`src/rtl/shift_pkg.sv`:
```
// Shared definitions for the iterative shifter: shift-mode encodings and FSM states.
package shift_pkg;

  localparam logic [1:0] MODE_LSL = 2'b00;
  localparam logic [1:0] MODE_ROL = 2'b01;
  localparam logic [1:0] MODE_LSR = 2'b10;
  localparam logic [1:0] MODE_ASR = 2'b11;

  typedef enum logic [1:0] {
    IDLE,
    SHIFT,
    DONE
  } state_e;

endpackage

```
`src/rtl/iterative_shift_unit_if.sv`:
```
// Request/result handshake bundle for the iterative shifter.
interface iterative_shift_unit_if #(
  parameter int unsigned WIDTH = 8,
  parameter int unsigned SHW   = $clog2(WIDTH)
);

  logic             in_valid;
  logic             in_ready;
  logic [WIDTH-1:0] in_data;
  logic [SHW-1:0]   in_amt;
  logic [1:0]       in_mode;
  logic             out_valid;
  logic             out_ready;
  logic [WIDTH-1:0] out_data;

  modport master (
    output in_valid, in_data, in_amt, in_mode, out_ready,
    input  in_ready, out_valid, out_data
  );

  modport slave (
    input  in_valid, in_data, in_amt, in_mode, out_ready,
    output in_ready, out_valid, out_data
  );

endinterface

```
`src/rtl/shift_step.sv`:
```
// One-bit shift/rotate stage; the iterative shifter applies it once per SHIFT cycle.
module shift_step
  import shift_pkg::*;
#(
  parameter int unsigned WIDTH = 8
) (
  input  logic [WIDTH-1:0] w,
  input  logic [1:0]       mode,
  output logic [WIDTH-1:0] w_next
);

  always_comb begin
    w_next = w;
    case (mode)
      MODE_LSL: w_next = {w[WIDTH-2:0], 1'b0};
      MODE_ROL: w_next = {w[WIDTH-2:0], w[WIDTH-1]};
      MODE_LSR: w_next = {1'b0, w[WIDTH-1:1]};
      MODE_ASR: w_next = {w[WIDTH-1], w[WIDTH-1:1]};
      default:  w_next = w;
    endcase
  end

endmodule

```
`src/rtl/iterative_shift_unit.sv`:
```
// Multi-cycle shifter: accepts word/amount/mode, shifts one bit per clock, returns the result
// through a valid/ready handshake. All outputs come from registers or decoded state.
module iterative_shift_unit
  import shift_pkg::*;
#(
  parameter int unsigned WIDTH = 8,
  parameter int unsigned SHW   = $clog2(WIDTH)
) (
  input logic                  clk,
  input logic                  rst_n,
  iterative_shift_unit_if.slave bus
);

  state_e           state_q, state_d;
  logic [SHW-1:0]   cnt_q, cnt_d;
  logic [1:0]       mode_q, mode_d;
  logic [WIDTH-1:0] work_q, work_d;
  logic [WIDTH-1:0] step_w;

  shift_step #(
    .WIDTH (WIDTH)
  ) u_step (
    .w      (work_q),
    .mode   (mode_q),
    .w_next (step_w)
  );

  always_comb begin
    state_d = state_q;
    cnt_d   = cnt_q;
    mode_d  = mode_q;
    work_d  = work_q;
    case (state_q)
      IDLE: begin
        if (bus.in_valid) begin
          work_d  = bus.in_data;
          cnt_d   = bus.in_amt;
          mode_d  = bus.in_mode;
          state_d = (bus.in_amt == '0) ? DONE : SHIFT;
        end
      end
      SHIFT: begin
        // Counter is nonzero throughout SHIFT, so the decrement cannot wrap.
        work_d = step_w;
        cnt_d  = cnt_q - SHW'(1);
        if (cnt_q == SHW'(1)) begin
          state_d = DONE;
        end
      end
      DONE: begin
        if (bus.out_ready) begin
          state_d = IDLE;
        end
      end
      default: state_d = IDLE;
    endcase
  end

  always_ff @(posedge clk or negedge rst_n) begin
    if (!rst_n) begin
      state_q <= IDLE;
      cnt_q   <= '0;
      mode_q  <= MODE_LSL;
      work_q  <= '0;
    end else begin
      state_q <= state_d;
      cnt_q   <= cnt_d;
      mode_q  <= mode_d;
      work_q  <= work_d;
    end
  end

  assign bus.in_ready  = (state_q == IDLE);
  assign bus.out_valid = (state_q == DONE);
  assign bus.out_data  = work_q;

endmodule

```
`src/flat_wrapper.sv`:
```
// flat-port wrapper written by rule: the top's interface ports become plain ports
module iterative_shift_unit_flat import shift_pkg::*;
#(
  parameter int unsigned WIDTH = 8,
  parameter int unsigned SHW   = $clog2(WIDTH)
)
  (clk, rst_n, bus_in_valid, bus_in_data, bus_in_amt, bus_in_mode, bus_out_ready, bus_in_ready, bus_out_valid, bus_out_data);
  iterative_shift_unit_if #(.WIDTH(WIDTH), .SHW(SHW)) bus_i ();
  input logic clk;
  input logic rst_n;
  input wire logic [$bits(bus_i.in_valid)-1:0] bus_in_valid;
  input wire logic [$bits(bus_i.in_data)-1:0] bus_in_data;
  input wire logic [$bits(bus_i.in_amt)-1:0] bus_in_amt;
  input wire logic [$bits(bus_i.in_mode)-1:0] bus_in_mode;
  input wire logic [$bits(bus_i.out_ready)-1:0] bus_out_ready;
  output wire logic [$bits(bus_i.in_ready)-1:0] bus_in_ready;
  output wire logic [$bits(bus_i.out_valid)-1:0] bus_out_valid;
  output wire logic [$bits(bus_i.out_data)-1:0] bus_out_data;
  assign bus_i.in_valid = bus_in_valid;
  assign bus_i.in_data = bus_in_data;
  assign bus_i.in_amt = bus_in_amt;
  assign bus_i.in_mode = bus_in_mode;
  assign bus_i.out_ready = bus_out_ready;
  assign bus_in_ready = bus_i.in_ready;
  assign bus_out_valid = bus_i.out_valid;
  assign bus_out_data = bus_i.out_data;
  iterative_shift_unit #(.WIDTH(WIDTH), .SHW(SHW)) u_core (.clk(clk), .rst_n(rst_n), .bus(bus_i));
endmodule
```
`config.mk`:
```
export PLATFORM = sky130hd
export DESIGN_NAME = iterative_shift_unit_flat
export DESIGN_NICKNAME = d
export VERILOG_FILES = /design/src/rtl/shift_pkg.sv /design/src/rtl/iterative_shift_unit_if.sv /design/src/rtl/shift_step.sv /design/src/rtl/iterative_shift_unit.sv /design/src/flat_wrapper.sv
export SDC_FILE = /design/constraint.sdc
export NUM_CORES = 1
export LEC_CHECK = 0
export ABC_AREA = 1
export BUFFER_PORTS_ARGS = -buffer_cell sky130_fd_sc_hd__buf_2
export CAP_MARGIN = 20
export CORE_UTILIZATION = 50
export DETAILED_ROUTE_END_ITERATION = 7
export GPL_TIMING_DRIVEN = 0
export PLACE_DENSITY_LB_ADDON = 0.12
export SETUP_SLACK_MARGIN = 0.5
export SLEW_MARGIN = 20
export SYNTH_ARGS = -nofsm -noshare
export SYNTH_HDL_FRONTEND = slang
export SYNTH_SLANG_ARGS = --single-unit
```
`constraint.sdc`:
```
create_clock -name clk -period 3.1 [get_ports clk]
set_input_delay 0.465 -clock clk [delete_from_list [all_inputs] [get_ports clk]]
set_output_delay 0.465 -clock clk [all_outputs]
set_load 0.02 [all_outputs]
```
======== After elaboration in Yosys (flattened, before gate mapping) ========
Cells that the tools add are included.
operators by class
  add/subtract/negate cells ............... 1
  eq/ne operators ......................... 10
  mux-type cells .......................... 10
  reductions and logical operators ........ 8
operators with widths
  operator                                                                  count
  8-bit case mux with 4 select lines                                        1
  8-bit case mux with 2 select lines                                        1
  2-bit 2-to-1 mux                                                          4
  8-bit 2-to-1 mux                                                          1
  2-bit == test (second input constant)                                     3
  2-bit inequality test (second input constant)                             3
  2-bit case mux with 3 select lines                                        1
  3-bit case mux with 2 select lines                                        1
  3-bit AND reduction                                                       2
  2-bit by 1-bit == test with 1-bit output (second input constant)          2
  2-bit zero test                                                           2
  2-bit AND reduction                                                       2
  3-bit by 1-bit == test with 1-bit output (second input constant)          1
  3-bit zero test                                                           1
  3-bit 2-to-1 mux                                                          1
  3-bit by 1-bit subtractor with 3-bit output (second input constant)       1
  2-bit by 1-bit inequality test with 1-bit output (second input constant)  1
  2-bit nonzero test                                                        1
word-level totals
  register bits after elaboration ......... 15
  bits of input ports ..................... 17
  word-level logic and storage cells ...... 34

======== Logic depth before layout (Yosys ltp) ========
  word-level depth ........................ 4
  mapped depth ............................ 8
  gate-level depth less buffers ........... 6

======== Cells and area by module ========
From an unflattened synthesis, not the netlist that was laid out.
unflattened totals
  cell total of the unflattened synthesis .. 145
  area total of the unflattened synthesis .. 973.4 um^2
modules (own cells, without submodules)
  module                instances  cells an instance  area an instance (um^2)  sequential area each (um^2)
  iterative_shift_unit  1          119                860.8                    375.4
  shift_step            1          26                 112.6                    0.0

======== Worst setup path before layout ========
OpenSTA, ideal clock, no wires.
  path kind ............................... reg-to-output
  start point ............................. register u_core.state_q[0]
  end point ............................... output bus_out_valid
  arrival time ............................ 785 ps
  required time ........................... 2635 ps
  path slack .............................. 1850 ps
  cell stages (with the launch flop) ...... 3
  path buffers ............................ 1
  cell sequence ........................... dfrtp_1 -> buf_6 -> nor2_1
on the way
  word-level cells in the longest chain between the ends .. 1
ends and longest elaborated chain
  element                 line                        RTL
  start, declared         iterative_shift_unit.sv:14  state_e state_q, state_d;
  start signal, assigned  iterative_shift_unit.sv:66  state_q <= state_d;
  2-bit == test           iterative_shift_unit.sv:74  assign bus.out_valid = (state_q == DONE);
  end, declared           flat_wrapper.sv:17          output wire logic [$bits(bus_i.out_valid)-1:0] bus_out_valid;
Every way passes these cells.

======== Worst setup path after layout ========
  start point ............................. register u_core.state_q[0]
  end point ............................... output bus_in_ready
on the way
  word-level cells in the longest chain between the ends .. 1
ends and longest elaborated chain
  element          line                        RTL
  2-bit zero test  iterative_shift_unit.sv:73  assign bus.in_ready = (state_q == IDLE);
  end, declared    flat_wrapper.sv:16          output wire logic [$bits(bus_i.in_ready)-1:0] bus_in_ready;
Every way passes these cells.

==> parameters.txt <==
Parameter                              Value

Run status
  Result of the run    finished clean

Synthesis
  Yosys top cell by area    sky130_fd_sc_hd__dfrtp_1
  Sequential share of the synthesized area    0.388
  Adder and majority cell fraction of the synthesized area    0.0259
  XOR/XNOR Fraction of Synth Area    0
  Synth area leaders    sky130_fd_sc_hd__dfrtp_1 (39%), sky130_fd_sc_hd__nand2_1 (25%), sky130_fd_sc_hd__nand3_1 (7.2%)
  Combinational family with the most area after synthesis    simple AND/OR/NAND/NOR gates
  Number of standard cells after synthesis    142
  Post-synthesis register bit count    15
  Synthesized-area fraction occupied by and/or/nand/nor cells    0.380
  Distinct cells, synth    20
  Netlist area before placement    967 sq um
  Average footprint of a synthesized cell    6.81 sq um
  Post-synthesis compound-gate area fraction    0.0763
  Syn Nets    161
  Top cell type's share of synthesized area    0.388
  Count of yosys warnings during synthesis    0
  Proportion of synthesized area in mux cells    0

Global route
  Number of antenna violations at the first check in global routing    0
  Maximum number of pins on one net before global-route repair    16
  Gr usage total    0.209
  Overflow after GRT    0
  Global-route wire length before repair    3180 um
  Number of global-route vias before repair    781

Place
  Cell count after placement    193
  Routability cong.    0.806
  Number of buffers inserted by port buffering    26
  Final HPWL DP    1470 um
  Post-placement cell area    1130 sq um

Final layout
  Filler-free cell count of the finished design    197
  Final design instance area without fill    1150 sq um
  Layout fillers    188
  Final design utilization    0.655
  Net count reported at finish    192
  Share of layout cells above drive strength 1    0.256
  Diode count    0
  Area growth, synth to finish    19.4%

Floorplan
  IO Count    27
  Number of core rows    15
  Area enclosed by the die boundary    2110 sq um
  Core Region    1760 sq um
  Horizontal extent of the die    46.0 um
  Effective utilization at floorplan    0.548
  DIE HEIGHT    46.0 um

STA
  Post-layout minimum cycle time    1630 ps
  Max Transition Viols Final    0
  Pin slew with the least headroom to its limit    342 ps
  Achievable clock frequency    612 MHz
  Hold Fails Final Rpt    0
  Total negative slack    0 ps
  Slew margin rel.    0.772
  Setup skew after layout    2.08 ps
  Period utilization    0.527
  RSZ-0062 raised after global routing    false
  Number of failing setup endpoints in the final timing report    0

CTS
  Num CTS Buffers    3
  CTS sink count    15
  CTS tree    yes
  Maximum buffer depth of the clock tree    2
  CTS-repair resized insts    0
  Buffer count from post-CTS setup fixing    0
  Clock Latency Late Sink    290 ps
  Clock Root Buffer    sky130_fd_sc_hd__clkbuf_4
  Hold-fix buffers at CTS    0
  Clock slew seen by the registers of the worst setup and hold paths    90 ps
  Level count of the clock H-tree    1

Power
  Overall power    0.00123 W
  Leakage power figure    0.691 nW
  Areal power density over the cells    1060 nW/um^2
  Maximum VDD drop    0.571 mV

Worst setup path
  List of cells traversed by the critical path    buf_6 > nor2_2 > buf_2
  Critical path startpoint category    flip-flop
  Critical path fanouts, max    7
  Worst setup path category    flip-flop to primary output
  Largest incremental delay on the critical path    380 ps
  Worst reg2reg startpoint    u_core.state_q[0]
  Endpoint class of the critical path    primary output
  Worst r2r path cells    6
  Crit-path slowest cell    sky130_fd_sc_hd__dfrtp_1
  Worst path required time    2630 ps
  Reg2reg setup slack    1840 ps
  Critical path data arrival time    1170 ps
  Worst R2R End    u_core.bus.out_data[7]

Detailed routing
  Post-detailed-routing wire length    1960 um
  DRC violation total after the first TritonRoute iteration    12
  Via total after detailed routing    916
  Number of optimization iterations in the first detailed-route pass    4
  Number of vias per cell after detailed routing    4.65
  Residual DRC    0
  Antenna-violating nets left    0
  Wirelength per Cell    9.95 um

Job
  Max-capacitance violation count    0

Worst hold path
  Type of the tightest min-delay check    input pin to asynchronous set/reset pin
metrics by stage:
| stage | setup slack (ps) | hold WS (ps) |
|---|---|---|
| floorplan | 1850 | 169 |
| global placement | 1730 | 392 |
| detailed placement | 1710 | 395 |
| CTS | 1450 | 84.3 |
| global route | 1380 | 87.7 |
| finish | 1470 | 66.2 |
sequential cells by signal (all words and copies together) (netlist names):
| name | flops |
|---|---|
| u_core.mode_q | 2 |
| u_core.bus.out_data | 8 |
| u_core.cnt_q | 3 |
| u_core.state_q | 2 |
cells in the mapped netlist:
| library cell | instances |
|---|---|
| sky130_fd_sc_hd__nand2_1 | 65 |
| sky130_fd_sc_hd__inv_1 | 17 |
| sky130_fd_sc_hd__dfrtp_1 | 15 |
| sky130_fd_sc_hd__nand3_1 | 14 |
| sky130_fd_sc_hd__nor2_1 | 6 |
| sky130_fd_sc_hd__buf_6 | 4 |
| sky130_fd_sc_hd__inv_2 | 3 |
| sky130_fd_sc_hd__o21ai_0 | 3 |
| sky130_fd_sc_hd__ha_1 | 2 |
| sky130_fd_sc_hd__nor2_2 | 2 |
| sky130_fd_sc_hd__o21ai_2 | 2 |
| sky130_fd_sc_hd__a21boi_1 | 1 |
| sky130_fd_sc_hd__a21oi_1 | 1 |
| sky130_fd_sc_hd__buf_2 | 1 |
| sky130_fd_sc_hd__nand2_2 | 1 |
| sky130_fd_sc_hd__nand4_1 | 1 |
| sky130_fd_sc_hd__o21a_1 | 1 |
| sky130_fd_sc_hd__o21ai_1 | 1 |
| sky130_fd_sc_hd__o21ai_4 | 1 |
| sky130_fd_sc_hd__or2_2 | 1 |
power breakdown:
part           switching (W)  total, W  internal [W]
clock              0.0000648  0.000115     0.0000500
combinational       0.000471  0.000754      0.000283
sequential         0.0000668  0.000360      0.000293
critical path: cells and delay by family, from the launching register on:
family | cells | cell delay (ps)
DFF | 1 | 380
and+or+nand+nor | 1 | 170
buffers and inverters | 2 | 330
logic make-up (layout without fill, tap and decap cells):
group,count (synthesis),after routing
AND/OR/NAND/NOR,90,90
buffers and inverters,25,55
flip-flops,15,15
AO/OA/AOI/OAI,10,10
adder cells (fa/ha/maj),2,2
per-layer routing:
| layer | vias up | part of all wire | GRT usage | routed length [um] |
|---|---|---|---|---|
| met4 | 0 | 0.0087 | 0.0529 | 17 |
| li1 | 491 | - | - | - |
| met2 | 25 | 0.44 | 0.332 | 872 |
| met1 | 396 | 0.49 | 0.284 | 963 |
| met3 | 4 | 0.055 | 0.0476 | 108 |
| met5 | - | 0 | 0 | 0 |
how the worst max path moves through the flow:
stage,from,endpoint,cells past startpoint
finish,u_core.state_q[0],bus_in_ready,3
global route,u_core.state_q[0],bus_in_ready,3
CTS,u_core.state_q[0],bus_in_ready,3
detailed placement,bus_in_valid,u_core.bus.out_data[7],6
global placement,bus_in_valid,u_core.cnt_q[1],6
floorplan,u_core.state_q[0],bus_out_valid,2
layout by cell type, fill, tap and decap left out:
master                     count
sky130_fd_sc_hd__nand3_1      14
sky130_fd_sc_hd__clkbuf_1      1
sky130_fd_sc_hd__nand2_1      65
sky130_fd_sc_hd__nand2_2       1
sky130_fd_sc_hd__o21ai_1       1
sky130_fd_sc_hd__nor2_2        2
sky130_fd_sc_hd__inv_1        17
sky130_fd_sc_hd__buf_2        27
sky130_fd_sc_hd__a21oi_1       1
sky130_fd_sc_hd__buf_6         4
sky130_fd_sc_hd__dfrtp_1      15
sky130_fd_sc_hd__or2_2         1
sky130_fd_sc_hd__nand4_1       1
sky130_fd_sc_hd__ha_1          2
sky130_fd_sc_hd__inv_2         3
sky130_fd_sc_hd__o21ai_2       2
sky130_fd_sc_hd__nor2_1        6
sky130_fd_sc_hd__o21a_1        1
sky130_fd_sc_hd__a21boi_1      1
sky130_fd_sc_hd__o21ai_4       1
sky130_fd_sc_hd__clkbuf_4      3
sky130_fd_sc_hd__o21ai_0       3
final cells by class:
type | count | area, sq um | share of cell area
multi-input cells | 102 | 467 | 0.404
flip-flops and latches | 15 | 375 | 0.325
repair buffers | 26 | 130 | 0.113
inverters | 20 | 75.1 | 0.0650
plain buffers | 5 | 50.0 | 0.0433
well taps | 25 | 31.3 | 0.0271
clock buffers | 4 | 26.3 | 0.0228
(Power assumes the default switching activity.)
